[src/rtl/hazard_pkg.sv]
`default_nettype none
// ============================================================================
// Module      : hazard_pkg
// Description : Shared types for the pipeline hazard controller.
//               - fwd_sel_e  : EX operand-forwarding mux select codes
//               - hz_state_e : hazard FSM states
// Revision    : 1.0 - initial release
// ============================================================================
package hazard_pkg;

  // Operand source select for the EX-stage 3:1 muxes; 2'd3 is never produced.
  typedef enum logic [1:0] {
    FWD_RF  = 2'd0,
    FWD_WB  = 2'd1,
    FWD_MEM = 2'd2
  } fwd_sel_e;

  typedef enum logic [1:0] {
    RUN           = 2'd0,
    MISS          = 2'd1,
    MISS_REDIRECT = 2'd2
  } hz_state_e;

endpackage : hazard_pkg
`default_nettype wire

[src/rtl/forward_select.sv]
`default_nettype none
// ============================================================================
// Module      : forward_select
// Description : Forwarding select for one EX-stage source operand.
//               MEM result has priority over WB result; x0 is never forwarded.
// Ports       : i_rs_ex  - EX source register index
//               i_rd_mem - MEM destination, i_we_mem - MEM writes rd
//               i_rd_wb  - WB destination,  i_we_wb  - WB writes rd
//               o_sel    - mux select (FWD_RF / FWD_WB / FWD_MEM)
// Revision    : 1.0 - initial release
// ============================================================================
module forward_select
  import hazard_pkg::*;
#(
  parameter int REG_ADDR_W = 5
) (
  input  logic [REG_ADDR_W-1:0] i_rs_ex,
  input  logic [REG_ADDR_W-1:0] i_rd_mem,
  input  logic                  i_we_mem,
  input  logic [REG_ADDR_W-1:0] i_rd_wb,
  input  logic                  i_we_wb,
  output fwd_sel_e              o_sel
);

  logic w_hit_mem;
  logic w_hit_wb;

  assign w_hit_mem = i_we_mem && (i_rd_mem != '0) && (i_rd_mem == i_rs_ex);
  assign w_hit_wb  = i_we_wb  && (i_rd_wb  != '0) && (i_rd_wb  == i_rs_ex);

  always_comb begin
    o_sel = FWD_RF;
    if (w_hit_mem)     o_sel = FWD_MEM;
    else if (w_hit_wb) o_sel = FWD_WB;
  end

endmodule : forward_select
`default_nettype wire

[src/rtl/hazard_unit.sv]
`default_nettype none
// ============================================================================
// Module      : hazard_unit
// Description : Pipeline hazard controller for the 5-stage core.
//               Operand forwarding selects, load-use bubbles, mispredict
//               flushes, I/D-cache miss stalls with deferred redirect, and
//               stall/flush event counters.
// Ports       : clk_i, arst_ni         - clock, async active-low reset
//               rs*_addr_id/ex_i       - ID / EX source indices
//               rd_addr_ex_i,load_ex_i - EX destination, EX is a load
//               rd_addr_mem/wb_i, reg_we_mem/wb_i - MEM / WB writeback
//               mispredict_ex_i        - EX branch mispredicted
//               icache/dcache_stall_i  - cache miss in progress
//               forward_rs1/rs2_o      - EX operand mux selects
//               stall_*_o, flush_*_o   - per-stage hold / clear
//               stall_cnt_o, flush_cnt_o - event counters (wrapping)
// Revision    : 1.0 - initial release
// ============================================================================
module hazard_unit
  import hazard_pkg::*;
#(
  parameter int REG_ADDR_W = 5,
  parameter int CNT_WIDTH  = 32
) (
  input  logic                  clk_i,
  input  logic                  arst_ni,
  input  logic [REG_ADDR_W-1:0] rs1_addr_id_i,
  input  logic [REG_ADDR_W-1:0] rs2_addr_id_i,
  input  logic [REG_ADDR_W-1:0] rs1_addr_ex_i,
  input  logic [REG_ADDR_W-1:0] rs2_addr_ex_i,
  input  logic [REG_ADDR_W-1:0] rd_addr_ex_i,
  input  logic                  load_ex_i,
  input  logic [REG_ADDR_W-1:0] rd_addr_mem_i,
  input  logic                  reg_we_mem_i,
  input  logic [REG_ADDR_W-1:0] rd_addr_wb_i,
  input  logic                  reg_we_wb_i,
  input  logic                  mispredict_ex_i,
  input  logic                  icache_stall_i,
  input  logic                  dcache_stall_i,
  output logic [1:0]            forward_rs1_o,
  output logic [1:0]            forward_rs2_o,
  output logic                  stall_if_o,
  output logic                  stall_id_o,
  output logic                  stall_ex_o,
  output logic                  stall_mem_o,
  output logic                  stall_wb_o,
  output logic                  flush_id_o,
  output logic                  flush_ex_o,
  output logic [CNT_WIDTH-1:0]  stall_cnt_o,
  output logic [CNT_WIDTH-1:0]  flush_cnt_o
);

  fwd_sel_e              w_fwd_rs1;
  fwd_sel_e              w_fwd_rs2;
  hz_state_e             r_state;
  hz_state_e             w_state_nxt;
  logic                  w_cache_stall;
  logic                  w_load_use;
  logic [4:0]            w_stall;      // {if, id, ex, mem, wb}
  logic                  w_flush_id;
  logic                  w_flush_ex;
  logic                  w_mp_flush;   // flush caused by a mispredict (counted)
  logic [CNT_WIDTH-1:0]  r_stall_cnt;
  logic [CNT_WIDTH-1:0]  r_flush_cnt;

  // --------------------------------------------------------------------------
  // Forwarding
  // --------------------------------------------------------------------------
  forward_select #(.REG_ADDR_W(REG_ADDR_W)) u_fwd_rs1 (
    .i_rs_ex  (rs1_addr_ex_i),
    .i_rd_mem (rd_addr_mem_i),
    .i_we_mem (reg_we_mem_i),
    .i_rd_wb  (rd_addr_wb_i),
    .i_we_wb  (reg_we_wb_i),
    .o_sel    (w_fwd_rs1)
  );

  forward_select #(.REG_ADDR_W(REG_ADDR_W)) u_fwd_rs2 (
    .i_rs_ex  (rs2_addr_ex_i),
    .i_rd_mem (rd_addr_mem_i),
    .i_we_mem (reg_we_mem_i),
    .i_rd_wb  (rd_addr_wb_i),
    .i_we_wb  (reg_we_wb_i),
    .o_sel    (w_fwd_rs2)
  );

  // --------------------------------------------------------------------------
  // Hazard detection
  // --------------------------------------------------------------------------
  assign w_cache_stall = icache_stall_i | dcache_stall_i;
  assign w_load_use    = load_ex_i && (rd_addr_ex_i != '0) &&
                         ((rd_addr_ex_i == rs1_addr_id_i) ||
                          (rd_addr_ex_i == rs2_addr_id_i));

  // --------------------------------------------------------------------------
  // FSM: state register
  // --------------------------------------------------------------------------
  always_ff @(posedge clk_i or negedge arst_ni) begin
    if (!arst_ni) r_state <= RUN;
    else          r_state <= w_state_nxt;
  end

  // --------------------------------------------------------------------------
  // FSM: next state
  // --------------------------------------------------------------------------
  always_comb begin
    w_state_nxt = r_state;
    case (r_state)
      RUN: begin
        if (w_cache_stall) w_state_nxt = mispredict_ex_i ? MISS_REDIRECT : MISS;
      end
      MISS: begin
        // On release the cycle behaves as RUN; a mispredict then flushes directly.
        if (!w_cache_stall)       w_state_nxt = RUN;
        else if (mispredict_ex_i) w_state_nxt = MISS_REDIRECT;
      end
      MISS_REDIRECT: begin
        if (!w_cache_stall) w_state_nxt = RUN;
      end
      default: w_state_nxt = RUN;
    endcase
  end

  // --------------------------------------------------------------------------
  // FSM: stall / flush decode
  // --------------------------------------------------------------------------
  always_comb begin
    w_stall    = 5'b00000;
    w_flush_id = 1'b0;
    w_flush_ex = 1'b0;
    w_mp_flush = 1'b0;
    if (w_cache_stall) begin
      // Every state freezes the whole pipe while a miss is outstanding.
      w_stall = 5'b11111;
    end else if (r_state == MISS_REDIRECT) begin
      // Replay the latched redirect once; a still-high mispredict is the same event.
      w_flush_id = 1'b1;
      w_flush_ex = 1'b1;
      w_mp_flush = 1'b1;
    end else if (mispredict_ex_i) begin
      // ID is squashed, so any load-use against it is moot.
      w_flush_id = 1'b1;
      w_flush_ex = 1'b1;
      w_mp_flush = 1'b1;
    end else if (w_load_use) begin
      w_stall    = 5'b11000;
      w_flush_ex = 1'b1;
    end
  end

  // All outputs forced low while reset is asserted, regardless of inputs.
  assign forward_rs1_o = arst_ni ? w_fwd_rs1 : FWD_RF;
  assign forward_rs2_o = arst_ni ? w_fwd_rs2 : FWD_RF;
  assign stall_if_o    = arst_ni & w_stall[4];
  assign stall_id_o    = arst_ni & w_stall[3];
  assign stall_ex_o    = arst_ni & w_stall[2];
  assign stall_mem_o   = arst_ni & w_stall[1];
  assign stall_wb_o    = arst_ni & w_stall[0];
  assign flush_id_o    = arst_ni & w_flush_id;
  assign flush_ex_o    = arst_ni & w_flush_ex;

  // --------------------------------------------------------------------------
  // Event counters (wrap naturally)
  // --------------------------------------------------------------------------
  always_ff @(posedge clk_i or negedge arst_ni) begin
    if (!arst_ni) begin
      r_stall_cnt <= '0;
      r_flush_cnt <= '0;
    end else begin
      if (|w_stall)   r_stall_cnt <= r_stall_cnt + CNT_WIDTH'(1);
      if (w_mp_flush) r_flush_cnt <= r_flush_cnt + CNT_WIDTH'(1);
    end
  end

  assign stall_cnt_o = r_stall_cnt;
  assign flush_cnt_o = r_flush_cnt;

endmodule : hazard_unit
`default_nettype wire

[config.mk]
export PLATFORM = sky130hd
export DESIGN_NAME = hazard_unit
export DESIGN_NICKNAME = d
export VERILOG_FILES = /design/src/rtl/hazard_pkg.sv /design/src/rtl/forward_select.sv /design/src/rtl/hazard_unit.sv
export SDC_FILE = /design/constraint.sdc
export NUM_CORES = 1
export LEC_CHECK = 0
export CAP_MARGIN = 20
export CORE_MARGIN = 3
export CORE_UTILIZATION = 49
export CTS_CLUSTER_SIZE = 24
export DETAILED_ROUTE_END_ITERATION = 10
export GPL_TIMING_DRIVEN = 0
export PLACE_DENSITY = 0.86
export SYNTH_ARGS = -nofsm -noshare
export SYNTH_HDL_FRONTEND = slang
export SYNTH_SLANG_ARGS = --single-unit
[constraint.sdc]
create_clock -name clk_i -period 3.27 [get_ports clk_i]
set_clock_uncertainty 0.2 [all_clocks]
set_input_delay 0.4905 -clock clk_i [delete_from_list [all_inputs] [get_ports clk_i]]
set_output_delay 0.4905 -clock clk_i [all_outputs]
set_load 0.01 [all_outputs]
==> run summary, run 1 <==
The smallest hold slack came out at -1.74 ps. Setup repair after global routing could not meet its margin everywhere. TritonCTS built the clock tree. The origin of the worst setup path is rd_addr_ex_i[4]. The most numerous cell on the critical path is sky130_fd_sc_hd__clkdlybuf4s50_1. The signal on the critical path passes through clkdlybuf4s50_1, xnor2_1, nand3_1, o22ai_4, nor4b_4, o21a_1, clkdlybuf4s50_1. The critical path runs through a total of 7 cells. At the pin with the least slew margin, the transition time is around 450 ps. The worst setup path is captured at a primary output. The count of buffers from port buffering came out at 117. In this run, CTS created clock tree buffers numbering 9. The number of nets in the layout came out at 499. The initial core utilization is 0.524. The arrival time reported for the critical path endpoint is 2540 ps. The static leakage came out at 2.09 nW. The count of inserted antenna diode cells came out at 0. The highest ir drop seen on vdd came out at 0.000456 V. The biggest fanout along the worst timing path came out at 5.

The number of synthesis warnings came out at 0. Yosys mapped a number of flops with a built-in enable equal to 0. The category of the critical setup timing path is input port to primary output. For the final routed database, the setup TNS stands at 0 ps.

The count of distinct cell types in the synthesized netlist came out at 42. The first global-routing pass estimated 14,000 um of wire. The final routed DRC violation total is 0.

The mean cell area of the mapped netlist came out at between 10 and 15 um^2. The area inside the core boundary is 6570 um^2. The worst setup path is launched from an input port.

For this design the ratio of total power to cell area is 458 nW/um^2. The count of mapped cells out of synthesis is 320. The mapped cell area came out at 3440 um^2. The post-layout minimum cycle time came out at 3230 ps.

Measured in cells, the most critical reg-to-reg path has a length of 7. The main flop type after synthesis is sky130_fd_sc_hd__dfrtp_1. The root buffer cell chosen for the clock tree is sky130_fd_sc_hd__clkbuf_8. The number of DRC markers after the initial detailed-route iteration is 89. Dividing the detail-routed via count by the number of cells gives 5.11. The via count is between 2k and 3k. The area growth from synthesis to layout is 46.3%. After detailed routing, the average wire length per cell comes to 15.2 um. The async set-or-reset flop fraction in the synthesized netlist is 1.00. The clock latency of the later-clocked register in the worst-skew pair came out at 330 ps. The area enclosed by the die boundary came out at 8060 um^2. The fraction of layout instances using a drive strength above 1 came out at 0.0937. The worst register-to-register path has a setup slack of 980 ps. The final critical-path share of the clock period is 0.986. The worst flop-to-flop path endpoint is flush_cnt_o[30]. In the layout the commonest cells are sky130_fd_sc_hd__clkdlybuf4s50_1, sky130_fd_sc_hd__dfrtp_1, sky130_fd_sc_hd__xnor2_1. The largest individual stage delay along the critical path comes from the cell sky130_fd_sc_hd__clkdlybuf4s50_1. The last element of the critical path is flush_ex_o. The horizontal die dimension came out at 89.8 um. The total count of max-transition violations in the final report is 0. The required time of the critical path came out at 2580 ps. Derived from the worst setup path, the maximum achievable clock frequency is 310 MHz. The I/O pin count came out at 118. Of the synthesized area, sequential elements account for 0.480.

The placement row count is 29. The global route total overflow is 0. The combined buffer and inverter count along the critical path came out at 2.

The height of the die is 89.8 um. The worst setup slack after placement came out at -396 ps. The net count after synthesis came out at 365. The flow ran to the end, but the final reports show violations.

The max-capacitance violation count came out at 0. Clock-pin slew was measured on the worst setup and hold paths at 80 ps. Setup slack closes at 44.4 ps. The number of synthesized register bits came out at 66. The initial antenna violation count is 0. The number of search-and-repair iterations in the first detailed-routing pass came out at 4. The library cell used most frequently in the layout, excluding fill and tap cells, is sky130_fd_sc_hd__clkdlybuf4s50_1. The maximum number of pins on one net before global-route repair came out at 67. The delay of the slowest critical-path stage came out at 540 ps. The number of antenna-violating nets in the routed design came out at 0. The routed wire length is 8390 um. The estimated wirelength of the detail-placed design is 6060 um. The final number of hold-violating endpoints came out at 1.

In this run the number of H-tree levels came out at 3. The maximum buffer depth of the clock tree is 2. The worst hold path belongs to the class input port to async pin.

At the end of routability-driven placement, the weighted congestion stood at 0.816. The max-slew headroom at the worst pin came out at 0.699. The number of sinks driven by the clock tree is 66. The checks that failed: negative hold slack. The cell family contributing the most delay on the critical path is buffers and inverters. The total track usage came out at 0.211. The number of global-route vias before repair is 2,819. The worst register-to-register path begins at flush_cnt_o[0]. The final count of negative-setup-slack endpoints is 0.
## cell usage after synthesis, types with 2 or more instances
| master | number | area, um^2 |
|---|---|---|
| sky130_fd_sc_hd__a21oi_1 | 3 | 15.0 |
| sky130_fd_sc_hd__and2_1 | 5 | 31.3 |
| sky130_fd_sc_hd__and2b_1 | 2 | 15.0 |
| sky130_fd_sc_hd__and3_1 | 9 | 56.3 |
| sky130_fd_sc_hd__and4_1 | 2 | 17.5 |
| sky130_fd_sc_hd__buf_4 | 4 | 30.0 |
| sky130_fd_sc_hd__buf_6 | 2 | 22.5 |
| sky130_fd_sc_hd__dfrtp_1 | 66 | 1650 |
| sky130_fd_sc_hd__ha_1 | 2 | 25.0 |
| sky130_fd_sc_hd__inv_1 | 3 | 11.3 |
| sky130_fd_sc_hd__nand2_1 | 28 | 105 |
| sky130_fd_sc_hd__nand3_1 | 24 | 120 |
| sky130_fd_sc_hd__nand4_1 | 11 | 68.8 |
| sky130_fd_sc_hd__nor2_1 | 19 | 71.3 |
| sky130_fd_sc_hd__nor2b_1 | 2 | 12.5 |
| sky130_fd_sc_hd__nor3_1 | 11 | 55.1 |
| sky130_fd_sc_hd__nor3b_1 | 2 | 15.0 |
| sky130_fd_sc_hd__nor4_1 | 6 | 37.5 |
| sky130_fd_sc_hd__nor4_4 | 2 | 42.5 |
| sky130_fd_sc_hd__o21a_1 | 2 | 15.0 |
| sky130_fd_sc_hd__or4_1 | 4 | 30.0 |
| sky130_fd_sc_hd__xnor2_1 | 55 | 482 |
| sky130_fd_sc_hd__xor2_1 | 37 | 324 |
## cell type report
cell class,instances,area [um^2]
multi-input combinational,244,1750
sequential,66,1650
fill,466,1540
timing repair buffer,123,1230
clock buffer,10,138
tap,93,116
clock inverter,6,66.3
buffer,7,57.6
inverter,3,11.3
## where the power goes
part,switching [W],internal [W],total [W]
clock,0.000324,0.000373,0.000696
sequential,0.000133,0.000911,0.00104
combinational,0.000234,0.000330,0.000564
## worst min-delay path by stage
stage | endpoint | slack [ps] | cells after the start
6_report | flush_cnt_o[16] | -2 | 2
5_1_grt | flush_cnt_o[16] | 10 | 2
4_1_cts | stall_cnt_o[23] | 0.6 | 2
3_5_place_dp | r_state[0] | 250 | 1
3_3_place_gp | r_state[0] | 240 | 1
2_1_floorplan | flush_cnt_o[0] | -5 | 0
## routing by layer
metal,track usage,share of wire
met4,0.0562,0.015
met3,0.0534,0.049
met5,0,0
met2,0.344,0.50
met1,0.281,0.44
## through the flow
| stage | utilization | std cells | total power, W | area, um^2 | hold WS [ps] |
|---|---|---|---|---|---|
| 2_1_floorplan | - | 320 | 0.00127 | 3440 | -5.09 |
| 3_3_place_gp | 0.720 | 530 | 0.00159 | 4730 | 240 |
| 3_5_place_dp | 0.719 | 530 | 0.00161 | 4720 | 253 |
| 4_1_cts | 0.760 | 549 | 0.00232 | 4990 | 0.567 |
| 5_1_grt | 0.766 | 552 | 0.00243 | 5030 | 14.4 |
| 6_report | 0.766 | 552 | 0.00230 | 5030 | -1.74 |
## logic make-up after synthesis
group	share of synthesized area
flip-flops	0.480
AND/OR/NAND/NOR	0.225
AO/OA/AOI/OAI	0.0269
multiplexers	0.00655
adder cells (fa/ha/maj)	0.00728
buffers and inverters	0.0200
XOR/XNOR	0.234
## sequential cells by signal (all words and copies together), names as in the netlist
name and count:
flush_cnt_o 32, stall_cnt_o 32, r_state 2
## timing repair
action	CTS	global route
setup buffers	2	3
hold buffers	1	0
endpoints found under the setup margin	5	2
gates cloned	0	0
pin swaps	2	2
gates resized for setup	11	3
endpoints found under the hold margin	66	0
No activity file was read; power rests on OpenSTA's default activity.
==> inputs of run 2 (changes only) <==
--- a/config.mk
+++ b/config.mk
@@ -12,6 +12,7 @@
 export DETAILED_ROUTE_END_ITERATION = 10
 export GPL_TIMING_DRIVEN = 0
 export PLACE_DENSITY = 0.86
+export RECOVER_POWER = 100
 export SYNTH_ARGS = -nofsm -noshare
 export SYNTH_HDL_FRONTEND = slang
 export SYNTH_SLANG_ARGS = --single-unit
==> run 2 against run 1 <==
Against the previous run: hold slack improved by 260 ps; total power decreased by 2.3%; flip-flop and latch count unchanged; critical endpoint unchanged; largest cell class unchanged; the flow finishes with violations (max-capacitance violations, max-slew violations); global-route usage unchanged.
==> run summary, run 2 (same netlist as run 1, synthesis figures left out) <==
The maximum number of pins on one net before global-route repair came out at 67 (unchanged). The clock-pin slew of the registers on the worst-case setup and hold paths came to 70 ps (about the same). The clock latency of the later-clocked register in the worst-skew pair came out at 330 ps (about the same).

The last weighted congestion value of the routability-driven placer is 0.816 (unchanged). Setup repair after global routing could not meet its margin everywhere. The initial antenna violation count is 0 (unchanged). The final critical-path share of the clock period came to 0.986 (about the same). The area inside the core boundary came out at 6570 um^2 (unchanged). The final core utilization is 0.760 (-0.00629). The library cells used most frequently in the layout, excluding fill and tap cells, are sky130_fd_sc_hd__dfrtp_1, sky130_fd_sc_hd__dlygate4sd3_1, sky130_fd_sc_hd__xnor2_1. The post-layout minimum cycle time came to 3220 ps (-1.81 ps). The arrival time reported for the critical path endpoint came out at 2530 ps (about the same). The actual transition at the worst max-transition pin came out at 1580 ps (+1130 ps). The via count came out at 2,828 (+0.35%). The count of buffers from port buffering is 117 (unchanged).

The max-capacitance violation count came out at 1 (+1). The number of search-and-repair iterations in the first detailed-routing pass came out at 4 (unchanged). The number of global-route vias before repair was 2,819 (unchanged). The number of antenna-violating nets in the routed design came out at 0 (unchanged).

The final routed DRC violation total came to 0 (unchanged). The total power after layout is 0.00225 W (-2.3%). The number of DRC markers after the initial detailed-route iteration came out at 73 (-18%). The estimated wirelength of the detail-placed design came out at 6060 um (unchanged). The endpoint kind of the worst setup timing path is a primary output. Leaving out fill and tap cells, the most frequent cell in the layout is sky130_fd_sc_hd__dfrtp_1. The biggest fanout along the worst timing path came out at 5 (unchanged).

The horizontal die dimension came to 89.8 um (unchanged). The final reports fail on max-capacitance violations, max-slew violations. The maximum buffer depth of the clock tree came out at 2 (unchanged).

The I/O pin count came out at 118 (unchanged). The number of sinks driven by the clock tree is 66 (unchanged). The worst hold path class is flip-flop to flip-flop. The highest ir drop seen on vdd was 0.000431 V (-5.6%). The max-slew headroom at the worst pin is -0.0564 (-0.756). The placement row count came out at 29 (unchanged). The maximum level of the CTS H-tree came out at 3 (unchanged). The global route total overflow is 0 (unchanged).

The run finished, with violations left. The required time of the critical path is 2580 ps (about the same). The fraction of layout instances using a drive strength above 1 came to 0.0893 (-0.00436). The synthesis-to-finish area growth is 45.1%.

The height of the die came out at 89.8 um (unchanged). The startpoint class of the critical path is an input port. The final number of hold-violating endpoints is 0 (-1). The static leakage came to 2.21 nW (+5.8%). The worst setup slack after placement came out at -396 ps (unchanged). The number of nets in the layout came out at 499 (unchanged). The area enclosed by the die boundary came to 8060 um^2 (unchanged).

The final count of negative-setup-slack endpoints came to 0 (unchanged). The total track usage was 0.211 (unchanged). The category of the critical setup timing path is input port to primary output. The number of vias per cell came out at 5.12 (+0.35%).

The achievable clock frequency came out at 310 MHz (about the same). TritonCTS built the clock tree. The wire length per cell came to 15.1 um (-0.43%).

The power per unit of standard cell area is 451 nW/um^2 (-1.5%). The count of inserted antenna diode cells is 0 (unchanged). The slack of the critical path came out at 46.2 ps (+1.81 ps). The total count of max-transition violations in the final report came out at 67 (+67). The routed wire length came out at 8360 um (-0.43%). The initial core utilization was 0.524 (unchanged). The filler cell count in the final layout is 472 (+1.3%).

The TritonCTS buffer count is 9 (unchanged). The global-route wire length before repair is 14,000 um (unchanged). CTS placed an instance of sky130_fd_sc_hd__clkbuf_8 at the clock tree root.
[run 2: changes by cell type in the layout (fill, tap and decap cells not counted), sizes merged]
| cell | change |
|---|---|
| clkdlybuf4s50 | -64 |
| dlygate4sd3 | +64 |
| buf | -3 |
| clkbuf | +3 |
[run 2: what timing repair did]
action | CTS | global route
pin swaps | 2 | 2
buffers inserted | 2 | 3
hold endpoints to repair | 66 | 0
endpoints found under the setup margin | 5 | 2
resized for setup | 11 | 3
hold buffers | 1 | 0
[run 2: cell type report]
class,count,area (um^2),area share
multi-input combinational,244,1740,0.349
sequential,66,1650,0.331
timing repair buffer,123,1210,0.242
clock buffer,10,138,0.0276
tap,93,116,0.0233
clock inverter,6,66.3,0.0133
buffer,7,57.6,0.0115
inverter,3,11.3,0.00226
[run 2: worst max-delay path, cell delays in order]
cell,delay [ps]
sky130_fd_sc_hd__clkdlybuf4s50_1,530
sky130_fd_sc_hd__xnor2_1,140
sky130_fd_sc_hd__nand3_1,170
sky130_fd_sc_hd__o22ai_4,270
sky130_fd_sc_hd__nor4b_4,260
sky130_fd_sc_hd__o21a_1,140
sky130_fd_sc_hd__clkdlybuf4s50_1,540
[run 2: path summary, 6_finish.rpt]
kind | end | slack [ps] | cells past startpoint | from
worst max-delay path | flush_ex_o | 50 | 7 | rd_addr_ex_i[4]
worst min-delay path | r_state[0] | 260 | 1 | r_state[1]
worst max register to register | flush_cnt_o[21] | 890 | 7 | r_state[0]
worst min register to register | r_state[0] | 260 | 1 | r_state[1]
max in group asynchronous | stall_cnt_o[26] | 1440 | 2 | arst_ni
min in group asynchronous | flush_cnt_o[16] | 500 | 2 | arst_ni
[run 2: routing by layer]
layer	wire length, um	vias up	GRT usage
li1	-	1374	-
met1	3620	1356	0.281
met2	4200	86	0.344
met3	405	12	0.0534
met4	130	0	0.0562
met5	0	-	0
[run 2: through the flow]
stage	area, um^2	std cells	hold slack [ps]	TNS (ps)
after floorplan	3440	320	-5.09	0
after CTS	4990	549	0.567	0
final	4990	552	259	0
after global placement	4730	530	240	-68400
after global routing	4990	552	283	-43.0
after detailed placement	4720	530	253	-1360
[run 2: power by group]
group	leakage, nW	total, W	switching, W	internal, W
clock network	0.0945	0.000696	0.000324	0.000373
registers	0.852	0.00103	0.000119	0.000912
logic	1.26	0.000524	0.000233	0.000291
total	2.21	0.00225	0.000676	0.00158
